===== src/rtl/seq_alu_if.sv =====
// Operation/result bundle between the microcode sequencer and the sequential ALU.
// The sequencer side drives the operation; the ALU side returns result and flags.
interface seq_alu_if #(
    parameter int WIDTH     = 16,
    parameter int CNT_WIDTH = 5
);
    logic                 start;
    logic [3:0]           op;
    logic [WIDTH-1:0]     a;
    logic [WIDTH-1:0]     b;
    logic [CNT_WIDTH-1:0] count;
    logic                 busy;
    logic                 done;
    logic                 invalid;
    logic [WIDTH-1:0]     out;
    logic                 cf;
    logic                 zf;
    logic                 sf;
    logic                 of;

    modport master (
        output start, op, a, b, count,
        input  busy, done, invalid, out, cf, zf, sf, of
    );

    modport slave (
        input  start, op, a, b, count,
        output busy, done, invalid, out, cf, zf, sf, of
    );
endinterface


===== src/rtl/seq_alu.sv =====
// Sequential ALU: single-cycle logic/arithmetic ops and bit-serial shifts,
// with a start/done handshake and 8086-style carry/zero/sign/overflow flags.
module seq_alu #(
    parameter int WIDTH     = 16,
    parameter int CNT_WIDTH = 5
) (
    input  logic      clk,
    input  logic      reset,
    seq_alu_if.slave  io
);
    localparam int MSB = WIDTH - 1;

    localparam logic [3:0] OP_SELA = 4'd0;
    localparam logic [3:0] OP_SELB = 4'd1;
    localparam logic [3:0] OP_ADD  = 4'd2;
    localparam logic [3:0] OP_XOR  = 4'd3;
    localparam logic [3:0] OP_SUB  = 4'd4;
    localparam logic [3:0] OP_AND  = 4'd5;
    localparam logic [3:0] OP_OR   = 4'd6;
    localparam logic [3:0] OP_SHL  = 4'd7;
    localparam logic [3:0] OP_SHR  = 4'd8;
    localparam logic [3:0] OP_SAR  = 4'd9;

    typedef enum logic {IDLE, SHIFT} state_t;

    state_t               state, state_n;
    logic [WIDTH-1:0]     acc_p0, acc_n;
    logic [CNT_WIDTH-1:0] rem_p0, rem_n;
    logic [3:0]           op_p0, op_n;
    logic                 one_p0, one_n;
    logic                 msb_p0, msb_n;

    logic [WIDTH-1:0]     out_r, out_n;
    logic                 cf_r, cf_n, zf_r, zf_n, sf_r, sf_n, of_r, of_n;
    logic                 done_r, done_n, inv_r, inv_n;

    logic                 do_step, finish, set_zs;
    logic [3:0]           sh_op;
    logic [WIDTH-1:0]     sh_src;
    logic                 sh_one, sh_msb;
    logic [WIDTH:0]       step;
    logic [WIDTH:0]       wide;

    // Returns {bit shifted out, shifted value} for one bit position.
    function automatic logic [WIDTH:0] shift1(input logic [3:0] sop, input logic [WIDTH-1:0] v);
        logic signed [WIDTH-1:0] sv;
        sv = v;
        case (sop)
            OP_SHL:  shift1 = {v[MSB], v[MSB-1:0], 1'b0};
            OP_SHR:  shift1 = {v[0], 1'b0, v[MSB:1]};
            default: shift1 = {v[0], sv >>> 1};
        endcase
    endfunction

    function automatic logic is_shift(input logic [3:0] sop);
        is_shift = (sop == OP_SHL) || (sop == OP_SHR) || (sop == OP_SAR);
    endfunction

    always_comb begin
        state_n = state;
        acc_n   = acc_p0;
        rem_n   = rem_p0;
        op_n    = op_p0;
        one_n   = one_p0;
        msb_n   = msb_p0;
        out_n   = out_r;
        cf_n    = cf_r;
        zf_n    = zf_r;
        sf_n    = sf_r;
        of_n    = of_r;
        done_n  = 1'b0;
        inv_n   = 1'b0;
        do_step = 1'b0;
        finish  = 1'b0;
        set_zs  = 1'b0;
        sh_op   = op_p0;
        sh_src  = acc_p0;
        sh_one  = one_p0;
        sh_msb  = msb_p0;
        wide    = '0;

        case (state)
            IDLE: begin
                if (io.start) begin
                    done_n = 1'b1;
                    case (io.op)
                        OP_SELA: out_n = io.a;
                        OP_SELB: out_n = io.b;
                        OP_ADD: begin
                            wide   = {1'b0, io.a} + {1'b0, io.b};
                            out_n  = wide[MSB:0];
                            cf_n   = wide[WIDTH];
                            of_n   = (io.a[MSB] == io.b[MSB]) && (wide[MSB] != io.a[MSB]);
                            set_zs = 1'b1;
                        end
                        OP_SUB: begin
                            wide   = {1'b0, io.a} - {1'b0, io.b};
                            out_n  = wide[MSB:0];
                            cf_n   = wide[WIDTH];
                            of_n   = (io.a[MSB] != io.b[MSB]) && (wide[MSB] != io.a[MSB]);
                            set_zs = 1'b1;
                        end
                        OP_XOR, OP_AND, OP_OR: begin
                            out_n  = (io.op == OP_XOR) ? (io.a ^ io.b) :
                                     (io.op == OP_AND) ? (io.a & io.b) : (io.a | io.b);
                            cf_n   = 1'b0;
                            of_n   = 1'b0;
                            set_zs = 1'b1;
                        end
                        OP_SHL, OP_SHR, OP_SAR: begin
                            if (io.count == '0) begin
                                out_n = io.a;
                            end else begin
                                // First bit is shifted on the accepting edge itself.
                                done_n  = 1'b0;
                                do_step = 1'b1;
                                sh_op   = io.op;
                                sh_src  = io.a;
                                sh_one  = (io.count == CNT_WIDTH'(1));
                                sh_msb  = io.a[MSB];
                                op_n    = io.op;
                                one_n   = sh_one;
                                msb_n   = io.a[MSB];
                                rem_n   = io.count - CNT_WIDTH'(1);
                                if (sh_one) finish = 1'b1;
                                else        state_n = SHIFT;
                            end
                        end
                        default: inv_n = 1'b1;
                    endcase
                end
            end
            SHIFT: begin
                do_step = 1'b1;
                rem_n   = rem_p0 - CNT_WIDTH'(1);
                if (rem_p0 == CNT_WIDTH'(1)) begin
                    finish  = 1'b1;
                    state_n = IDLE;
                end
            end
            default: state_n = IDLE;
        endcase

        step = shift1(sh_op, sh_src);
        if (do_step) acc_n = step[MSB:0];
        if (finish) begin
            done_n = 1'b1;
            out_n  = step[MSB:0];
            cf_n   = step[WIDTH];
            of_n   = sh_one && ((sh_op == OP_SHL) ? (step[MSB] ^ step[WIDTH]) :
                                (sh_op == OP_SHR) ? sh_msb : 1'b0);
            set_zs = 1'b1;
        end
        if (set_zs) begin
            zf_n = (out_n == '0);
            sf_n = out_n[MSB];
        end
    end

    // Control state and architecturally visible outputs
    always_ff @(posedge clk) begin
        if (reset) begin
            state  <= IDLE;
            done_r <= 1'b0;
            inv_r  <= 1'b0;
            out_r  <= '0;
            cf_r   <= 1'b0;
            zf_r   <= 1'b0;
            sf_r   <= 1'b0;
            of_r   <= 1'b0;
        end else begin
            state  <= state_n;
            done_r <= done_n;
            inv_r  <= inv_n;
            out_r  <= out_n;
            cf_r   <= cf_n;
            zf_r   <= zf_n;
            sf_r   <= sf_n;
            of_r   <= of_n;
        end
    end

    // Shift working registers; only meaningful while state is SHIFT
    always_ff @(posedge clk) begin
        acc_p0 <= acc_n;
        rem_p0 <= rem_n;
        op_p0  <= op_n;
        one_p0 <= one_n;
        msb_p0 <= msb_n;
    end

    assign io.busy    = (state == SHIFT);
    assign io.done    = done_r;
    assign io.invalid = inv_r;
    assign io.out     = out_r;
    assign io.cf      = cf_r;
    assign io.zf      = zf_r;
    assign io.sf      = sf_r;
    assign io.of      = of_r;

    logic unused_ok;
    assign unused_ok = is_shift(op_p0);
endmodule


===== src/flat_wrapper.sv =====
// flat-port wrapper written by rule: the top's interface ports become plain ports
module seq_alu_flat 
#(
    parameter int WIDTH     = 16,
    parameter int CNT_WIDTH = 5
)
  (clk, reset, io_start, io_op, io_a, io_b, io_count, io_busy, io_done, io_invalid, io_out, io_cf, io_zf, io_sf, io_of);
  seq_alu_if #(.WIDTH(WIDTH), .CNT_WIDTH(CNT_WIDTH)) io_i ();
  input  logic clk;
  input  logic reset;
  input wire logic [$bits(io_i.start)-1:0] io_start;
  input wire logic [$bits(io_i.op)-1:0] io_op;
  input wire logic [$bits(io_i.a)-1:0] io_a;
  input wire logic [$bits(io_i.b)-1:0] io_b;
  input wire logic [$bits(io_i.count)-1:0] io_count;
  output wire logic [$bits(io_i.busy)-1:0] io_busy;
  output wire logic [$bits(io_i.done)-1:0] io_done;
  output wire logic [$bits(io_i.invalid)-1:0] io_invalid;
  output wire logic [$bits(io_i.out)-1:0] io_out;
  output wire logic [$bits(io_i.cf)-1:0] io_cf;
  output wire logic [$bits(io_i.zf)-1:0] io_zf;
  output wire logic [$bits(io_i.sf)-1:0] io_sf;
  output wire logic [$bits(io_i.of)-1:0] io_of;
  assign io_i.start = io_start;
  assign io_i.op = io_op;
  assign io_i.a = io_a;
  assign io_i.b = io_b;
  assign io_i.count = io_count;
  assign io_busy = io_i.busy;
  assign io_done = io_i.done;
  assign io_invalid = io_i.invalid;
  assign io_out = io_i.out;
  assign io_cf = io_i.cf;
  assign io_zf = io_i.zf;
  assign io_sf = io_i.sf;
  assign io_of = io_i.of;
  seq_alu #(.WIDTH(WIDTH), .CNT_WIDTH(CNT_WIDTH)) u_core (.clk(clk), .reset(reset), .io(io_i));
endmodule

===== config.mk =====
export PLATFORM = sky130hd
export DESIGN_NAME = seq_alu_flat
export DESIGN_NICKNAME = d
export VERILOG_FILES = /design/src/rtl/seq_alu_if.sv /design/src/rtl/seq_alu.sv /design/src/flat_wrapper.sv
export SDC_FILE = /design/constraint.sdc
export NUM_CORES = 1
export LEC_CHECK = 0
export ABC_AREA = 1
export CORE_MARGIN = 3
export CORE_UTILIZATION = 27
export CTS_CLUSTER_SIZE = 12
export DETAILED_ROUTE_END_ITERATION = 12
export GPL_ROUTABILITY_DRIVEN = 0
export SYNTH_ARGS = -nofsm -noshare
export SYNTH_HDL_FRONTEND = slang
export SYNTH_SLANG_ARGS = --single-unit

===== constraint.sdc =====
create_clock -name clk -period 2.8 [get_ports clk]
set_clock_uncertainty 0.15 [all_clocks]
set_input_delay 0.56 -clock clk [delete_from_list [all_inputs] [get_ports clk]]
set_output_delay 0.56 -clock clk [all_outputs]
set_load 0.05 [all_outputs]

==> summary.md, run 1 <==
| Metric | Value |
|---|---|
| Library cells used by synthesis | `47` |
| Clock latency on the worst-skew pair | `0.30 ns` |
| Total congestion overflow | `0` |
| Avg WL per Cell | `16.27 µm` |
| Flops & latches, synth | `50` |
| Arr. time, crit path | `2.78 ns` |
| DRC errors left | `0` |
| IO Count | `67` |
| Hpwl dp | `19.25 mm` |
| CP max stage delay | `0.32 ns` |
| Hold Crit Start | `u_core.msb_p0` |
| Global-route wire length before repair | `38.07 mm` |
| Fin crit share | `96.40%` |
| Slew Viols, Final | `0` |
| CP max FO | `6` |
| Initial Utilization | `27.92%` |
| Final Hold Violating Endpoints | `0` |
| Setup crit end kind | `flop` |
| CP delay by family, top | `buffers and inverters` |
| Critical-path cell list | `dlygate4sd2_1 > inv_2 > ha_4 > inv_1 > nand2_1 > nand2_1 > a21oi_2 > nand2_2 > nand2_1 > nand3_1 > nand3_2 > nand2_1 > buf_4 > buf_4 > buf_4 > buf_4 > buf_4 > a21oi_1` |
| Worst r2r src | `u_core.io.busy` |
| Post-synth top flop | `dfxtp_1` |
| CTS H-tree depth | `2` |
| Core area | `21350 µm²` |
| Max_slew headroom | `65.68%` |
| WL met1 | `10.98 mm` |
| Fillers | `2147` |
| Mapped Area | `5962 µm²` |
| Final hold slack | `0.3105 ns` |
| Antenna cells | `0` |
| Maxcap violations | `0` |
| Clk sinks | `50` |
| Routed wire length | `25.15 mm` |
| Drt first-iter violations | `623` |
| Initial antenna violation count | `0` |
| Ys Warns | `0` |
| Post-CTS Hold Buffers | `0` |
| DIE WIDTH | `154.6 µm` |
| GR Util All Layers | `19.71%` |
| Syn_area_per_cell | `6.197 µm²` |
| Post-synthesis cell count | `962` |
| Slowest CP cell | `ha_4` |
| Met3 Routed Length | `1.922 mm` |
| Chip Height | `154.6 µm` |
| Status | `finished clean` |
| Fin nets | `1373` |
| Area grow syn2layout | `68.12%` |
| Static leakage power | `4.873 nW` |
| Fmax | `370.5 MHz` |
| Asr flop ratio synth | `0%` |
| Area after DPL | `8687 µm²` |
| Storage element area | `1211 µm²` |
| Design Area, Final | `10020 µm²` |
| Net Count, Synth | `1065` |
| CTS tree | `yes` |
| Share of layout cells above drive strength 1 | `39.10%` |
| Sw Share | `40.39%` |
| Post-synth EDFFs | `21` |
| Seq/Total Area, Yosys | `20.31%` |
| DR vias/cell | `5.007` |
| Clock power frac | `18.8%` |
| Multi-input gate area | `4881 µm²` |
| I/O Buffers | `66` |
| Vias | `7741` |
| Int Pwr | `2.029 mW` |
| PD cells | `339.5 nW/µm²` |
| Clock tree buffer depth | `2` |
| Psw | `1.375 mW` |
| Part of the power in registers | `25.9%` |
| CTS Root Cell | `clkbuf_16` |
| Most frequent CP cell | `buf_4` |
| Hold Crit Class | `flop to flop` |
| VDD IR max | `0.2415 mV` |
| Met2 routed WL | `11.27 mm` |
| Core Rows | `53` |
| Worst Path Required | `2.88 ns` |
| Worst setup path category | `input port to flop` |
| Number of buffers created by CTS | `5` |
| Drt pass-1 iters | `5` |
| Highest metal used | `met4` |
| Largest net degree at the start of global routing | `23` |
| Gate power share | `55.3%` |
| Die Area | `23900 µm²` |
| # setup viols final | `0` |
| Final Total Pwr | `3.403 mW` |
| Worst Setup SP | `io_a[4]` |
| Reg clk slew, reported paths | `0.07 ns` |
| Worst setup SP type | `input port` |
| Antenna Violating Nets Remaining | `0` |
| Placed cells | `1505` |
| Fin cells | `1546` |
| Buf+Inv Stages, Crit Path | `8` |
| Vias in the first global route | `7406` |
| Fin crit period | `2.699 ns` |
| Slew @ Worst Pin | `0.5132 ns` |
-- final timing paths --
kind                      endpoint  slack (ns)  depth (start not counted)
setup / recovery  u_core.io.out[7]        0.10                         18
hold / removal       u_core.msb_p0        0.31                          2
setup reg to reg      u_core.io.zf        0.40                         16
hold reg to reg      u_core.msb_p0        0.31                          2
-- cells in the mapped netlist, types with 2 or more instances --
cell type / number / area share [%]
nand2_1: 242 / 15
inv_1: 130 / 8.2
nor2_1: 88 / 5.5
nand3_1: 87 / 7.3
o21ai_0: 81 / 6.8
a21oi_1: 71 / 6.0
ha_1: 57 / 12
dfxtp_1: 29 / 9.7
clkbuf_1: 25 / 1.6
edfxtp_1: 21 / 11
nand4_1: 17 / 1.8
o211ai_1: 13 / 1.6
o22ai_1: 10 / 1.0
and2_1: 9 / 0.94
nand2_2: 9 / 0.94
buf_2: 7 / 0.59
a211oi_1: 6 / 0.76
xor2_1: 6 / 0.88
nand3_2: 5 / 0.84
o2111ai_1: 4 / 0.59
buf_4: 3 / 0.38
inv_2: 3 / 0.19
nor4_1: 3 / 0.31
o21a_1: 3 / 0.38
o21ai_1: 3 / 0.25
a21o_1: 2 / 0.25
fa_1: 2 / 0.67
nand2_4: 2 / 0.38
nand3_4: 2 / 0.59
nor2_4: 2 / 0.38
nor3_1: 2 / 0.17
o21bai_1: 2 / 0.25
xnor2_1: 2 / 0.29
-- power groups by stage --
stage / Clock, mW / Sequential [mW] / Combinational [mW]
after floorplan: 0 / 0.979 / 0.697
after global placement: 0 / 0.892 / 1.49
after detailed placement: 0 / 0.893 / 1.50
after CTS: 0.652 / 0.878 / 1.63
after global routing: 0.679 / 0.887 / 2.04
final: 0.641 / 0.880 / 1.88
-- tightest hold or removal path, stage by stage (launching register included) --
cell	delay, ns
dfxtp_1	0.31
nand2_1	0.05
nand2_1	0.07
-- area by class of cell --
type | instances | area share, %
timing repair buffer | 336 | 29.13
sequential | 50 | 12.08
inverter | 134 | 5.143
multi-input combinational | 743 | 48.70
clock inverter | 2 | 0.1248
tap | 275 | 3.433
clock buffer | 6 | 1.386
-- metal layers --
layer,GRT usage (%),vias to the layer above
met5,0,-
met4,7.149,0
met3,3.106,59
met2,31.47,337
met1,26.91,3554
li1,-,3791
-- logic make-up after synthesis --
logic type | after synthesis | share of synthesized area [%]
buf+inv | 171 | 11.56
flops | 50 | 20.31
mux | 1 | 0.1679
simple gates | 475 | 35.68
xor+xnor | 8 | 1.175
compound gates | 198 | 18.47
fa+ha+maj | 59 | 12.63
-- layout by cell type, fill, tap and decap left out, types with 31 or more instances in the layout --
cell / count
buf_4: 251
nand2_1: 202
inv_1: 91
nand3_1: 68
nor2_1: 65
o21ai_0: 51
a21oi_1: 50
inv_2: 39
nand2_2: 37
ha_1: 36
clkdlybuf4s50_1: 31
-- registers in the layout, indices dropped and copies added (netlist names), 4 cells and up --
register and cells:
u_core.acc_p0 16, u_core.io.out 16, u_core.rem_p0 5, u_core.op_p0 4
-- per-stage QoR --
step                TNS (ns)  worst slack, ns  util (%)
detailed placement    -7.683          -0.6260     40.68
floorplan                  0           0.2014         -
CTS                 -0.01323         -0.01323     43.54
global route        -0.08540         -0.04284     46.94
global placement      -7.429          -0.6436     40.68
finish                     0           0.1008     46.94
-- what timing repair did --
action                                  4_1_cts  5_1_grt
gates resized for setup                     113      211
pin swaps                                    28       78
setup buffers                                10       19
endpoints found under the setup margin       12       13
gates cloned                                  3        1
Power figures use the tool's default switching activity.
==> run 2, diff against run 1 <==
--- a/config.mk
+++ b/config.mk
@@ -14,3 +14,4 @@
 export SYNTH_ARGS = -nofsm -noshare
 export SYNTH_HDL_FRONTEND = slang
 export SYNTH_SLANG_ARGS = --single-unit
+export TNS_END_PERCENT = 10
==> results of run 2 <==
The final DEF is identical to that of run 1; final timing and power are the same.
